**src/rtl/updi_instruction_arbiter.sv**
```systemverilog
// rtl/updi_instruction_arbiter.sv - round-robin arbiter sharing one UPDI instruction queue handler
module updi_instruction_arbiter #(
    parameter int NUM_REQ        = 4,
    parameter int MAX_DATA_SIZE  = 16,
    parameter int DATA_ADDR_BITS = $clog2(MAX_DATA_SIZE),
    parameter int REQ_BITS       = $clog2(NUM_REQ)
) (
    input  logic                                       clk,
    input  logic                                       rst_n,
    input  logic [NUM_REQ-1:0]                         req,
    input  logic [NUM_REQ-1:0][7:0]                    req_opcode,
    input  logic [NUM_REQ-1:0][MAX_DATA_SIZE-1:0][7:0] req_data,
    input  logic [NUM_REQ-1:0][DATA_ADDR_BITS:0]       req_data_len,
    input  logic [NUM_REQ-1:0][MAX_DATA_SIZE-1:0]      req_wait_ack_after,
    output logic [NUM_REQ-1:0]                         gnt,
    output logic [NUM_REQ-1:0]                         done,
    output logic [NUM_REQ-1:0]                         ack_wait,
    output logic [REQ_BITS-1:0]                        grant_id,
    output logic                                       busy,
    output logic                                       hdl_start,
    input  logic                                       hdl_ready,
    input  logic                                       hdl_waiting_for_ack,
    output logic [7:0]                                 hdl_opcode,
    output logic [MAX_DATA_SIZE-1:0][7:0]              hdl_data,
    output logic [DATA_ADDR_BITS:0]                    hdl_data_len,
    output logic [MAX_DATA_SIZE-1:0]                   hdl_wait_ack_after
);

    typedef enum logic [1:0] {IDLE, START, RUN, DONE} state_t;

    state_t                          state_q, state_d;
    logic [NUM_REQ-1:0]              gnt_q, gnt_d;
    logic [NUM_REQ-1:0]              done_q, done_d;
    logic [REQ_BITS-1:0]             grant_id_q, grant_id_d;
    logic [REQ_BITS-1:0]             last_q, last_d;
    logic                            start_q, start_d;
    logic                            busy_q, busy_d;
    logic [7:0]                      opcode_q, opcode_d;
    logic [MAX_DATA_SIZE-1:0][7:0]   data_q, data_d;
    logic [DATA_ADDR_BITS:0]         len_q, len_d;
    logic [MAX_DATA_SIZE-1:0]        mask_q, mask_d;

    logic [REQ_BITS-1:0]             winner;
    logic                            found;

    // Search upward from the slot after the last owner, wrapping at NUM_REQ.
    always_comb begin
        int idx;
        winner = '0;
        found  = 1'b0;
        idx    = 0;
        for (int i = 1; i <= NUM_REQ; i++) begin
            idx = int'(last_q) + i;
            if (idx >= NUM_REQ) idx = idx - NUM_REQ;
            if (!found && req[REQ_BITS'(idx)]) begin
                winner = REQ_BITS'(idx);
                found  = 1'b1;
            end
        end
    end

    always_comb begin
        state_d    = state_q;
        gnt_d      = gnt_q;
        done_d     = done_q;
        grant_id_d = grant_id_q;
        last_d     = last_q;
        start_d    = start_q;
        opcode_d   = opcode_q;
        data_d     = data_q;
        len_d      = len_q;
        mask_d     = mask_q;
        case (state_q)
            IDLE: begin
                if (found && hdl_ready) begin
                    state_d         = START;
                    gnt_d           = '0;
                    gnt_d[winner]   = 1'b1;
                    grant_id_d      = winner;
                    last_d          = winner;
                    start_d         = 1'b1;
                    opcode_d        = req_opcode[winner];
                    data_d          = req_data[winner];
                    len_d           = req_data_len[winner];
                    mask_d          = req_wait_ack_after[winner];
                end
            end
            // Start is held until the handler acknowledges it by dropping ready.
            START: begin
                if (!hdl_ready) begin
                    state_d = RUN;
                    start_d = 1'b0;
                end
            end
            RUN: begin
                if (hdl_ready) begin
                    state_d             = DONE;
                    done_d              = '0;
                    done_d[grant_id_q]  = 1'b1;
                end
            end
            DONE: begin
                state_d = IDLE;
                gnt_d   = '0;
                done_d  = '0;
            end
            default: state_d = IDLE;
        endcase
        busy_d = (state_d != IDLE);
    end

    always_ff @(posedge clk or negedge rst_n) begin
        if (!rst_n) begin
            state_q    <= IDLE;
            gnt_q      <= '0;
            done_q     <= '0;
            grant_id_q <= '0;
            last_q     <= REQ_BITS'(NUM_REQ - 1);
            start_q    <= 1'b0;
            busy_q     <= 1'b0;
            opcode_q   <= '0;
            data_q     <= '0;
            len_q      <= '0;
            mask_q     <= '0;
        end else begin
            state_q    <= state_d;
            gnt_q      <= gnt_d;
            done_q     <= done_d;
            grant_id_q <= grant_id_d;
            last_q     <= last_d;
            start_q    <= start_d;
            busy_q     <= busy_d;
            opcode_q   <= opcode_d;
            data_q     <= data_d;
            len_q      <= len_d;
            mask_q     <= mask_d;
        end
    end

    assign gnt                = gnt_q;
    assign done               = done_q;
    assign ack_wait           = gnt_q & {NUM_REQ{hdl_waiting_for_ack}};
    assign grant_id           = grant_id_q;
    assign busy               = busy_q;
    assign hdl_start          = start_q;
    assign hdl_opcode         = opcode_q;
    assign hdl_data           = data_q;
    assign hdl_data_len       = len_q;
    assign hdl_wait_ack_after = mask_q;

endmodule

```
**config.mk**
```make
export PLATFORM = sky130hd
export DESIGN_NAME = updi_instruction_arbiter
export DESIGN_NICKNAME = d
export VERILOG_FILES = /design/src/rtl/updi_instruction_arbiter.sv
export SDC_FILE = /design/constraint.sdc
export NUM_CORES = 1
export LEC_CHECK = 0
export BUFFER_PORTS_ARGS = -buffer_cell sky130_fd_sc_hd__buf_2
export CAP_MARGIN = 20
export CORE_AREA = 10 10 309 311
export CTS_CLUSTER_DIAMETER = 40
export CTS_CLUSTER_SIZE = 16
export DETAILED_ROUTE_END_ITERATION = 8
export DIE_AREA = 0 0 319 321
export GPL_TIMING_DRIVEN = 1
export HOLD_SLACK_MARGIN = 0.06
export PLACE_DENSITY = 0.42
export RECOVER_POWER = 50
export SYNTH_ARGS = -nofsm -noshare
export SYNTH_HDL_FRONTEND = slang
export SYNTH_SLANG_ARGS = --single-unit
```
**constraint.sdc**
```tcl
create_clock -name clk -period 1.75 [get_ports clk]
set_input_delay 0.0875 -clock clk [delete_from_list [all_inputs] [get_ports clk]]
set_output_delay 0.0875 -clock clk [all_outputs]
set_load 0.02 [all_outputs]
```
# Word level (Yosys, flattened, before mapping)
# Cells that the tools add are included.
[op_classes]
addsub = 8
magnitude_cmp = 12
eq_ne = 6
muxes = 47
bitwise_logic = 1
n_reduce_logical = 18
[ops]
columns = ["operator", "count"]
rows = [
  ["binary-select mux 128 bit (select 2 bit)", 1],
  ["2-to-1 mux 128 bit", 1],
  ["binary-select mux 16 bit (select 2 bit)", 1],
  ["2-to-1 mux 2 bit", 11],
  ["binary-select mux 8 bit (select 2 bit)", 1],
  ["less-than comparator 2 x 4 -> 1 bit (second input constant)", 4],
  ["2-to-1 mux 1 bit", 16],
  ["2-to-1 mux 16 bit", 1],
  ["case mux 4 bit (2 select lines)", 2],
  ["binary-select mux 5 bit (select 2 bit)", 1],
  [">= comparator 3 bit (second input constant)", 3],
  ["binary-select mux 1 bit (select 2 bit)", 4],
  ["2-to-1 mux 4 bit", 2],
  ["2-to-1 mux 8 bit", 1],
  ["case mux 2 bit (4 select lines)", 1],
  ["nonzero test 2 bit", 4],
  ["subtractor 2 x 1 -> 2 bit (second input constant)", 4],
  ["adder 2 x 2 -> 3 bit (second input constant)", 2],
  ["logical AND 1 bit", 6],
  ["less-than comparator 2 x 3 -> 1 bit (second input constant)", 2],
  ["inequality test 2 bit (second input constant)", 3],
  ["AND reduction 2 bit", 3],
  ["2-to-1 mux 5 bit", 1],
  ["adder 2 x 3 -> 4 bit (second input constant)", 1],
  ["11 further kinds", 16],
]
[totals]
register_bits = 173
in_bits = 636
out_inout_bits = 173
word_cells = 118

# Depth between registers and ports, before layout
# Gate-level depths: netlist (run 1).
[logic_depth]
depth_word = 22
ltp_mapped = 9
depth_no_buf = 5

# Worst setup path before layout (run 1)
# Ideal clock, no wire load.
[synth_timing]
path_type = "register to register"
from = "register last_q[1]"
to = "register mask_q[1], in the netlist hdl_wait_ack_after[1]"
setup_ps = 82
arrival_ps = 1747
required_ps = 1668
slack_ps = -79
stages_incl_launch_ff = 9
n_path_buf = 3
synth_period_minus_slack_ps = 1829
cell_sequence = "dfstp_2 -> mux2_2 -> a22oi_2 -> and2_1 -> buf_4 -> buf_8 -> buf_2 -> nand3_1 -> a31oi_1"
[synth_between]
elab_chain_len = 18
elab_cells_between_ends = 46
cone_classes = "add/sub: 8; order compare: 4; mux: 26; reduce/logical: 8"
[synth_lines]
columns = ["element", "line", "source"]
rows = [
  ["start: declaration", "35", "logic [REQ_BITS-1:0] last_q, last_d;"],
  ["start signal: assignment", "118", "last_q <= REQ_BITS'(NUM_REQ - 1);"],
  ["start signal: assignment", "130", "last_q <= last_d;"],
  ["adder 2 x 1 -> 3 bit", "53", "idx = int'(last_q) + i;"],
  [">= comparator 3 bit or subtractor 2 x 1 -> 2 bit (tied branches)", "54", "if (idx >= NUM_REQ) idx = idx - NUM_REQ;"],
  ["2-to-1 mux 2 bit", "54", ""],
  ["binary-select mux 1 bit (select 2 bit)", "55", "if (!found && req[REQ_BITS'(idx)]) begin"],
  ["2-to-1 mux 1 bit (implied by the code) (2 in series)", "55", ""],
  ["2-to-1 mux 1 bit", "55", ""],
  ["zero test 1 bit", "55", ""],
  ["logical AND 1 bit", "55", ""],
  ["2-to-1 mux 1 bit", "55", ""],
  ["zero test 1 bit", "55", ""],
  ["logical AND 1 bit", "55", ""],
  ["2-to-1 mux 1 bit", "55", ""],
  ["zero test 1 bit", "55", ""],
  ["logical AND 1 bit", "55", ""],
  ["2-to-1 mux 2 bit or 2-to-1 mux 1 bit (tied branches)", "55", ""],
  ["binary-select mux 16 bit (select 2 bit) or logical AND 1 bit (tied branches)", "85, 75", ""],
  ["2-to-1 mux 16 bit (implied by the code) or AND reduction 2 bit (tied branches)", "n/a", ""],
  ["end signal: assignment", "136", "mask_q <= mask_d;"],
  ["end: declaration", "41", "logic [MAX_DATA_SIZE-1:0] mask_q, mask_d;"],
]
# Several ways; a longest one is shown, not always the timed one. The select of a mux whose other input is x is not followed.
# A chain may end at the register's enable or synchronous reset.

# Final worst setup path (run 1)
[layout_timing]
from = "register last_q[1]"
to = "register len_q[1], in the netlist hdl_data_len[1]"
[layout_between]
elab_chain_len = 18
elab_cells_between_ends = 46
cone_classes = "add/sub: 8; order compare: 4; mux: 26; reduce/logical: 8"
[layout_lines]
columns = ["element", "line", "source"]
rows = [
  ["adder 2 x 1 -> 3 bit", "53", ""],
  [">= comparator 3 bit or subtractor 2 x 1 -> 2 bit (tied branches)", "54", ""],
  ["2-to-1 mux 2 bit", "54", ""],
  ["binary-select mux 1 bit (select 2 bit)", "55", ""],
  ["2-to-1 mux 1 bit (implied by the code) (2 in series)", "55", ""],
  ["2-to-1 mux 1 bit", "55", ""],
  ["zero test 1 bit", "55", ""],
  ["logical AND 1 bit", "55", ""],
  ["2-to-1 mux 1 bit", "55", ""],
  ["zero test 1 bit", "55", ""],
  ["logical AND 1 bit", "55", ""],
  ["2-to-1 mux 1 bit", "55", ""],
  ["zero test 1 bit", "55", ""],
  ["logical AND 1 bit", "55", ""],
  ["2-to-1 mux 2 bit or 2-to-1 mux 1 bit (tied branches)", "55", ""],
  ["binary-select mux 5 bit (select 2 bit) or logical AND 1 bit (tied branches)", "84, 75", ""],
  ["2-to-1 mux 5 bit (implied by the code) or AND reduction 2 bit (tied branches)", "n/a", ""],
  ["end signal: assignment", "135", "len_q <= len_d;"],
  ["end: declaration", "40", "logic [DATA_ADDR_BITS:0] len_q, len_d;"],
]
# Several ways; a longest one is shown, not always the timed one. The select of a mux whose other input is x is not followed.

==> run_results.csv, run 1 <==
group,metric,value,unit
yosys,yosysWarnings,0,
critical_path,cp-start-kind,"flip-flop",
critical_path,cp_max_fo,43,
routing,vias,17700,
layout,nets,3371,
yosys,netlist.area_leader.share,42.5,%
yosys,synth_cell_types,38,
global_routing,grtUsageTotal,16.2,%
yosys,syn_area,10100,µm²
clock_network,clk-insertion-delay-late,0.53,ns
yosys,ys_top_cells_by_area,"dfrtp_1 42%, nand3_1 16%, a221oi_1 14%",
power,power_density,1280,nW/µm²
layout,fin_util,29.2,%
yosys,synth.yosys.seq_area_share,43.0,%
clock_network,htree_levels,4,
clock_network,cts-root-buf,"clkbuf_16",
yosys,post-synth-top-count-cell,"nand3_1",
yosys,netlist.top_cell.by_area,"dfrtp_1",
layout,nFillCells,9257,
clock_network,cts_sinks,173,
status,violations,"negative setup slack",
routing,m1WireLength,35.9,mm
clock_network,cts_tree,"yes",
sta,setup_viol,161,
place,gp_congestion,0.870,
floorplan,io_pins,809,
yosys,synth-edff-count,0,
global_routing,grt_antenna_before_repair,15,
place,dp_hpwl,64.1,mm
yosys,async_flop_share,100,%
critical_path,cp.arrival,2.50,ns
global_routing,grt.overflow.total,0,
floorplan,row_count,110,
job,drv_cap,0,
yosys,syn_inst,1188,
yosys,yosys_most_used_dff,"dfrtp_1",
routing,ant_nets,0,
routing,vias_per_cell,4.49,
routing,top_layer,"met5",
critical_path,endpoint_kind,"flip-flop",
status,status,"finished with violations",
clock_network,numCtsBuffers,17,
layout,final_layout_size_suffix_gt1_share,46.5,%
floorplan,die_y,321,µm
yosys,avgSynthCellArea,8.48,µm²
hold_path,hp-class,"in -> reg",
floorplan,dieArea,102000,µm²
critical_path,cp.required,2.16,ns
sta,fin_ws,-0.338,ns
layout,multi_input_area,6450,µm²
sta,worst_pin_slew,1.02,ns
floorplan,core_area,89300,µm²
sta,slew_violations,0,
yosys,ys_ff_latch,173,
yosys,synthesis.nets,1824,
layout,register_area,4330,µm²
layout,syn2layout_area_growth,159,%
power,power.total,33500,µW
yosys,synth_common_cells,"320 x nand3_1, 171 x dfrtp_1, 166 x nor2_1, 160 x a31oi_1, 157 x a221oi_1",
routing,drc,0,
power,leakagePower,0.0113,µW
global_routing,grt_first_pass_wirelength,125,mm
routing,wl,94.8,mm
sta,layout_min_cycle_time,2.09,ns
layout,final_cells,3937,
routing,wl_met3,8.10,mm
sta,hold_viol_final,0,
routing,drt-pass1-iter-count,5,
clock_network,cts.path.max_buffers,2,
sta,finClkSkew,0.0311,ns
routing,wl_met2,46.2,mm
power,ir_drop,836,µV
clock_network,path_clk_slew,0.08,ns
sta,min_period_over_period,119,%
place,dp.cells,3205,
routing,wl_per_cell,24.1,µm
place,portBuffers,808,
sta,fmax,0.479,GHz
sta,relSlewSlack,32.3,%
floorplan,start_util,11.3,%
critical_path,crit_type,"reg -> reg",
global_routing,grt_pass1_vias,18700,
floorplan,die_x,319,µm
routing,dr.first_iter.drc_count,1534,
sta,rsz0062_at_grt,"yes",
global_routing,grt_start_max_net_pins,89,
sta,whs,0.170,ns
-- where the power goes --
group | switching [µW] | internal [µW] | total, µW
clock | 2050 | 2310 | 4370
combinational | 12900 | 9040 | 21900
sequential | 1260 | 5920 | 7180
-- state kept, by name, summed over array words and instances (netlist names) --
signal and count:
hdl_opcode 8, busy 1, done 4, state_q 2, hdl_start 1, hdl_data 128, gnt 4, grant_id 2
last_q 2, hdl_data_len 5, hdl_wait_ack_after 16
-- layout by cell type, fill, tap and decap left out, types with 3 or more instances in the layout --
cell type / count
nand3_2: 77
buf_2: 805
buf_12: 36
nand3_4: 5
o21ai_0: 4
clkbuf_1: 6
nand2_1: 15
inv_1: 7
nor2b_1: 3
buf_8: 16
a31oi_1: 158
nand3_1: 239
buf_4: 115
buf_16: 9
and2_1: 4
dfrtp_1: 171
a21oi_1: 4
a221oi_2: 92
clkinvlp_4: 3
clkbuf_8: 5
clkbuf_16: 30
nor2_1: 165
dlygate4sd3_1: 631
a221oi_4: 20
diode_2: 13
o22ai_1: 5
a221oi_1: 45
clkbuf_2: 8
buf_6: 31
inv_6: 4
-- worst max-delay path, cell delays in order, from the launching register on --
cell	delay, ns
dfstp_2	0.41
buf_6	0.13
inv_1	0.09
o21ai_2	0.07
a32o_4	0.35
buf_16	0.19
a221oi_2	0.33
buf_4	0.19
a31oi_1	0.08
-- final cells by class --
type / count / share of cell area (%)
inverter: 7 / 0.101
antenna: 13 / 0.125
timing repair buffer: 1672 / 50.4
clock inverter: 10 / 0.484
sequential: 173 / 16.6
multi-input combinational: 864 / 24.7
tap: 1176 / 5.64
clock buffer: 22 / 1.89
-- cells by family after synthesis --
kind of cell,Yosys count,synth area share [%]
multiplexers,1,0.112
AND/OR/NAND/NOR,518,23.9
AO/OA/AOI/OAI,345,25.6
buffers and inverters,151,7.42
flip-flops,173,43.0
-- per-layer routing --
metal / track usage, % / up-vias
li1: - / 7773
met1: 17.9 / 8495
met2: 28.2 / 1149
met3: 5.17 / 268
met4: 6.95 / 4
met5: 0 / -
-- per-stage QoR --
| step | instance area (µm²) | TNS, ns | setup WS (ns) |
|---|---|---|---|
| after CTS | 24700 | -37.25 | -0.296 |
| after global routing | 26100 | -54.52 | -0.449 |
| after floorplan | 10700 | -1.88 | -0.0311 |
| after detailed placement | 17200 | -41.50 | -0.389 |
| final | 26100 | -39.44 | -0.338 |
| after global placement | 17200 | -41.73 | -0.439 |
-- path summary, 6_finish.rpt --
check                           from              end  slack, ns  cells past startpoint
hold reg to reg            hdl_start        hdl_start       0.52                      2
hold / removal                req[2]             busy       0.17                      4
setup / recovery           last_q[1]  hdl_data_len[1]      -0.34                      8
max in group asynchronous      rst_n      hdl_data[4]       0.17                      4
setup reg to reg           last_q[1]  hdl_data_len[1]      -0.34                      8
min in group asynchronous      rst_n     hdl_data[74]       0.47                      3
-- what timing repair did --
| item | 4_1_cts | 5_1_grt |
|---|---|---|
| gates cloned | 2 | 20 |
| resized for setup | 72 | 154 |
| hold buffers | 632 | 0 |
| buffers inserted | 14 | 19 |
| setup endpoints to repair | 160 | 161 |
| hold endpoints to repair | 307 | 0 |
| pin swaps | 22 | 70 |
Power figures use the tool's default switching activity.
==> run 2, diff against run 1 <==
CORE_AREA = 2 2 310 312   (was 10 10 309 311)
DIE_AREA = 0 0 312 314   (was 0 0 319 321)
PLACE_DENSITY = 0.41   (was 0.42)
clock period = 1.7 ns   (was 1.75 ns; I/O delays follow)
==> run 2 against run 1 <==
Against the previous run:
- the run still ends with negative setup slack left
- global-route usage down 0.085 points
- via count down 1.8%
- worst setup slack worse by 0.038 ns
- critical path type unchanged
- wire length down 11%
- combinational power up 8%
- clock skew down 0.0013 ns
- register-to-register slack worse by 0.04 ns
- clock-buffer cell count down 1
- design area up 2.4%
- sequential power up 5.6%
- largest power group unchanged
==> run_results.csv, run 2 (same netlist as run 1, synthesis figures left out) <==
group,metric,value,unit
status,status,"finished with violations",
status,violations,"negative setup slack",
place,gp_congestion,0.859,
routing,wl_per_cell,20.9,µm
critical_path,cp_max_fo,31,
critical_path,cp.arrival,2.46,ns
routing,vias_per_cell,4.29,
power,cell_internal_pwr,18400,µW
sta,fin_setup_tns,-45.32,ns
power,p_seq_share,21.5,%
clock_network,cts.path.max_buffers,2,
layout,final_cell_mix,"807 x buf_2, 629 x dlygate4sd3_1, 224 x nand3_1, 171 x dfrtp_1, 165 x nor2_1",
sta,hold_viol_final,0,
floorplan,io_pins,809,
critical_path,cp.required,2.09,ns
critical_path,r2r_start,"last_q[1]",
routing,dr.first_iter.drc_count,1090,
sta,slew_violations,0,
sta,setup_viol,161,
power,ir_drop,799,µV
routing,vias,17400,
critical_path,cp-start-kind,"flip-flop",
floorplan,row_count,113,
power,clockPowerShare,11.6,%
floorplan,die_x,312,µm
routing,drt-pass1-iter-count,5,
layout,final_layout_size_suffix_gt1_share,48.9,%
layout,multi_input_area,6590,µm²
sta,finClkSkew,0.0297,ns
power,p_sw_share,47.9,%
sta,fin_ws,-0.376,ns
power,pwr-share-comb,66.9,%
layout,fin_area,26700,µm²
power,leakagePower,0.0117,µW
layout,register_area,4330,µm²
global_routing,grt_antenna_before_repair,3,
floorplan,start_util,10.7,%
critical_path,cp-startpoint,"last_q[1]",
routing,wl,84.6,mm
critical_path,rr_endpoint,"hdl_data[6]",
layout,syn2layout_area_growth,166,%
power,power.total,35300,µW
critical_path,setup.worst_path.end,"hdl_data[6]",
place,dp_hpwl,55.3,mm
global_routing,grt_first_pass_wirelength,117,mm
floorplan,die_y,314,µm
sta,fmax,0.482,GHz
place,place_area,18000,µm²
clock_network,htree_levels,4,
global_routing,grtUsageTotal,16.1,%
critical_path,rr_worst_depth,7,
clock_network,cts_sinks,173,
power,p_sw,16900,µW
place,portBuffers,808,
layout,largest_register_ffs,128,
hold_path,hp-class,"in -> reg",
sta,rsz0062_at_grt,"yes",
critical_path,reg2reg_slack,-0.38,ns
hold_path,worstHoldStart,"req_data[2]",
clock_network,numCtsBuffers,17,
sta,min_period_over_period,122,%
layout,fin_util,28.3,%
sta,layout_min_cycle_time,2.08,ns
global_routing,grt_start_max_net_pins,60,
floorplan,core_area,94400,µm²
routing,ant_nets,0,
global_routing,grt.overflow.total,0,
critical_path,crit_type,"reg -> reg",
critical_path,endpoint_kind,"flip-flop",
power,power_density,1320,nW/µm²
floorplan,dieArea,98000,µm²
global_routing,grt_pass1_vias,18700,
clock_network,cts-root-buf,"clkbuf_16",
routing,drc,0,
clock_network,cts_tree,"yes",
layout,final_common_cell,"buf_2",
layout,nFillCells,9965,
job,drv_cap,0,
clock_network,path_clk_slew,0.08,ns
layout,nets,3409,
sta,worst_pin_slew,1.05,ns
clock_network,clk-insertion-delay-late,0.52,ns
sta,relSlewSlack,29.7,%
## run 2: changes by cell type in the layout (fill, tap and decap cells not counted), sizes merged, moves of 2 or more
cell / change
bufinv: -2
diode: -12
dlygate4sd3: -2
clkinv: +4
buf: +53
clkbuf: -15
## run 2: how the worst min path moves through the flow
stage | cells past startpoint | endpoint
5_1_grt | 4 | hdl_data[2]
3_3_place_gp | 1 | gnt[0]
4_1_cts | 4 | hdl_data[2]
6_report | 4 | hdl_data[2]
2_1_floorplan | 0 | busy
3_5_place_dp | 1 | gnt[0]
## run 2: through the flow
step | worst slack (ns) | hold WS [ns] | std cells
after floorplan | -0.0551 | -0.211 | 1188
after global placement | -0.500 | 0.0401 | 3334
after detailed placement | -0.466 | 0.0457 | 3334
after CTS | -0.353 | 0.0608 | 4033
after global routing | -0.450 | 0.112 | 4051
final | -0.376 | 0.104 | 4052
## run 2: critical path: stages, from the launching register on
cell	delay, ns
dfstp_2	0.60
buf_4	0.13
o22ai_2	0.06
a32o_4	0.31
buf_12	0.19
buf_8	0.19
a221oi_2	0.27
a31oi_1	0.12
## run 2: layer usage
layer / share of wire [%] / vias to the layer above / wire length (µm) / GRT usage, %
met2: 49 / 941 / 41200 / 27.3
met3: 7.5 / 223 / 6360 / 4.80
met4: 4.4 / 2 / 3690 / 7.93
li1: - / 7820 / - / -
met1: 39 / 8391 / 33300 / 18.5
met5: 0.0095 / - / 8 / 0
## run 2: layout make-up
type | count | area share (%)
Antenna cell | 1 | 0.00936
Clock buffer | 21 | 1.80
Clock inverter | 11 | 0.304
Inverter | 7 | 0.0983
Multi-Input combinational cell | 864 | 24.7
Timing Repair Buffer | 1710 | 51.0
Tap cell | 1265 | 5.92
Sequential cell | 173 | 16.2
## run 2: power by group through the flow
stage	clock network [µW]	registers (µW)	logic (µW)
5_1_grt	4440	7760	25000
3_5_place_dp	0	7590	18100
4_1_cts	4320	7530	22400
3_3_place_gp	0	7570	18100
6_report	4100	7580	23600
2_1_floorplan	0	9620	7400
## run 2: repair_timing
item / in CTS / in global routing
setup endpoints to repair: 163 / 164
cloned: 16 / 6
setup buffers: 22 / 14
endpoints found under the hold margin: 335 / 0
resized for setup: 124 / 66
pin swaps: 42 / 31
hold buffers: 630 / 0
==> run 3, diff against run 2 <==
SKIP_CTS_REPAIR_TIMING = 1   (was default)
==> run 3 against run 2 <==
Against the previous run:
- utilization decreased by 1.1 points
- the run still ends with negative setup slack left
- critical endpoint is now hdl_data[127]
- global-route usage down 2.7 points
- critical path depth up 1
- largest cell class unchanged
- sequential share of layout area increased by 0.68 points
- clock-buffer cell count did not move
- clock power is essentially flat
- worst setup slack got worse by 0.027 ns
- sequential cell count is the same
- combinational power down 10%
- register-to-register slack got worse by 0.03 ns
- maximum frequency is 1.3% lower
- non-clock buffer count down 35
==> run_results.csv, run 3 (same netlist as run 1, synthesis figures left out) <==
group,metric,value,unit
power,ir_drop,792,µV
layout,final_layout_size_suffix_gt1_share,46.8,%
critical_path,endpoint_kind,"flip-flop",
status,status,"finished with violations",
clock_network,cts-root-buf,"clkbuf_16",
place,pre_cts_slack,-0.466,ns
sta,setup_viol,163,
clock_network,cts.path.max_buffers,2,
floorplan,die_y,314,µm
sta,min_period_over_period,124,%
power,power_density,1280,nW/µm²
routing,wl,80.8,mm
critical_path,path_buf_inv,3,
clock_network,htree_levels,4,
critical_path,critPathSlowestCell,"dfstp_2",
place,portBuffers,808,
critical_path,cp-start-kind,"flip-flop",
clock_network,numCtsBuffers,17,
floorplan,row_count,113,
critical_path,worstPathCellList,"mux2_4, a22oi_2, and2_4, buf_12, clkbuf_16, clkbuf_16, nand3_2, a31oi_1",
sta,fin_setup_tns,-49.58,ns
global_routing,grt_pass1_vias,14100,
critical_path,worst_path_largest_cell_delay,0.62,ns
clock_network,clk-insertion-delay-late,0.52,ns
power,power.total,32900,µW
global_routing,grt.overflow.total,0,
hold_path,hp-class,"in -> reg",
critical_path,path_delay_family,"flip-flops",
sta,hold_viol_final,0,
critical_path,path_common_cell,"clkbuf_16",
sta,fmax,0.476,GHz
critical_path,cp.required,2.12,ns
job,drv_cap,0,
sta,worst_pin_slew,0.999,ns
global_routing,grt_antenna_before_repair,3,
layout,final_cell_mix,"807 x buf_2, 620 x dlygate4sd3_1, 254 x nand3_1, 171 x dfrtp_1, 165 x nor2_1",
sta,slew_violations,0,
sta,layout_min_cycle_time,2.10,ns
clock_network,path_clk_slew,0.08,ns
layout,fin_util,27.2,%
routing,dr.first_iter.drc_count,1044,
status,violations,"negative setup slack",
layout,nets,3374,
clock_network,cts_tree,"yes",
floorplan,io_pins,809,
power,leakagePower,0.0112,µW
critical_path,crit_type,"reg -> reg",
critical_path,cp.arrival,2.53,ns
place,dp_hpwl,55.3,mm
routing,wl_per_cell,20.1,µm
routing,drt-pass1-iter-count,6,
place,gp_congestion,0.859,
global_routing,grt_start_max_net_pins,60,
routing,drc,0,
global_routing,grtUsageTotal,13.4,%
routing,ant_nets,0,
floorplan,start_util,10.7,%
sta,fin_ws,-0.403,ns
layout,final_common_cell,"buf_2",
critical_path,cp_max_fo,8,
sta,rsz0062_at_grt,"yes",
sta,relSlewSlack,33.4,%
routing,vias,17200,
routing,vias_per_cell,4.28,
global_routing,grt_first_pass_wirelength,96.6,mm
sta,finClkSkew,0.0281,ns
layout,largest_register_ffs,128,
layout,syn2layout_area_growth,155,%
floorplan,core_area,94400,µm²
clock_network,cts_sinks,173,
floorplan,die_x,312,µm
floorplan,dieArea,98000,µm²
==> run 3: cell count changes in the layout (fill, tap and decap cells not counted), moves of 5 or more <==
cell | before | now
nand3_1 | 224 | 254
nand3_2 | 93 | 63
buf_16 | 20 | 1
a221oi_1 | 23 | 34
buf_8 | 11 | 2
dlygate4sd3_1 | 629 | 620
a221oi_2 | 122 | 115
buf_12 | 45 | 40
==> run 3: power breakdown <==
| part | internal, µW | leakage [µW] | switching, µW |
|---|---|---|---|
| clock network | 2030 | 0.000272 | 2070 |
| registers | 6100 | 0.00193 | 1490 |
| logic | 8800 | 0.00901 | 12400 |
| total | 16900 | 0.0112 | 16000 |
==> run 3: tightest hold or removal path, cell delays in order <==
cell and delay [ns]:
buf_2 0.08, a221oi_2 0.05, buf_4 0.14, a31oi_1 0.15
==> run 3: layout make-up <==
cell class                 count  area (µm²)
fill                       10100       68800
clock inverter                11        81.3
inverter                       7        30.0
antenna                        1        2.50
timing repair buffer        1675       12900
sequential                   173        4330
tap                         1265        1580
clock buffer                  21         480
multi-input combinational    864        6290
==> run 3: path summary, 6_finish.rpt <==
check                              start             to  slack [ns]  cells past startpoint
hold reg to reg             hdl_data[12]   hdl_data[12]        0.55                      2
max in group asynchronous          rst_n    hdl_data[2]        0.15                      3
setup / recovery               last_q[1]  hdl_data[127]       -0.40                      8
setup reg to reg               last_q[1]  hdl_data[127]       -0.40                      8
min in group asynchronous          rst_n   hdl_data[74]        0.86                      3
hold / removal             req_data[373]  hdl_data[117]        0.03                      4
==> run 3: stage by stage <==
step           instances  area, µm²  hold slack (ns)
3_3_place_gp        3334      18000           0.0401
4_1_cts             3366      18600           -0.551
3_5_place_dp        3334      18000           0.0457
6_report            4017      25700           0.0332
5_1_grt             4016      25700           0.0625
2_1_floorplan       1188      11200           -0.211
==> run 3: layer usage <==
layer,track usage (%),share of wire [%],up-vias
met1,16.5,40,8208
met4,4.93,3.8,2
met2,22.2,49,1020
met3,3.89,7.6,208
li1,-,-,7750
met5,0,0.0087,-
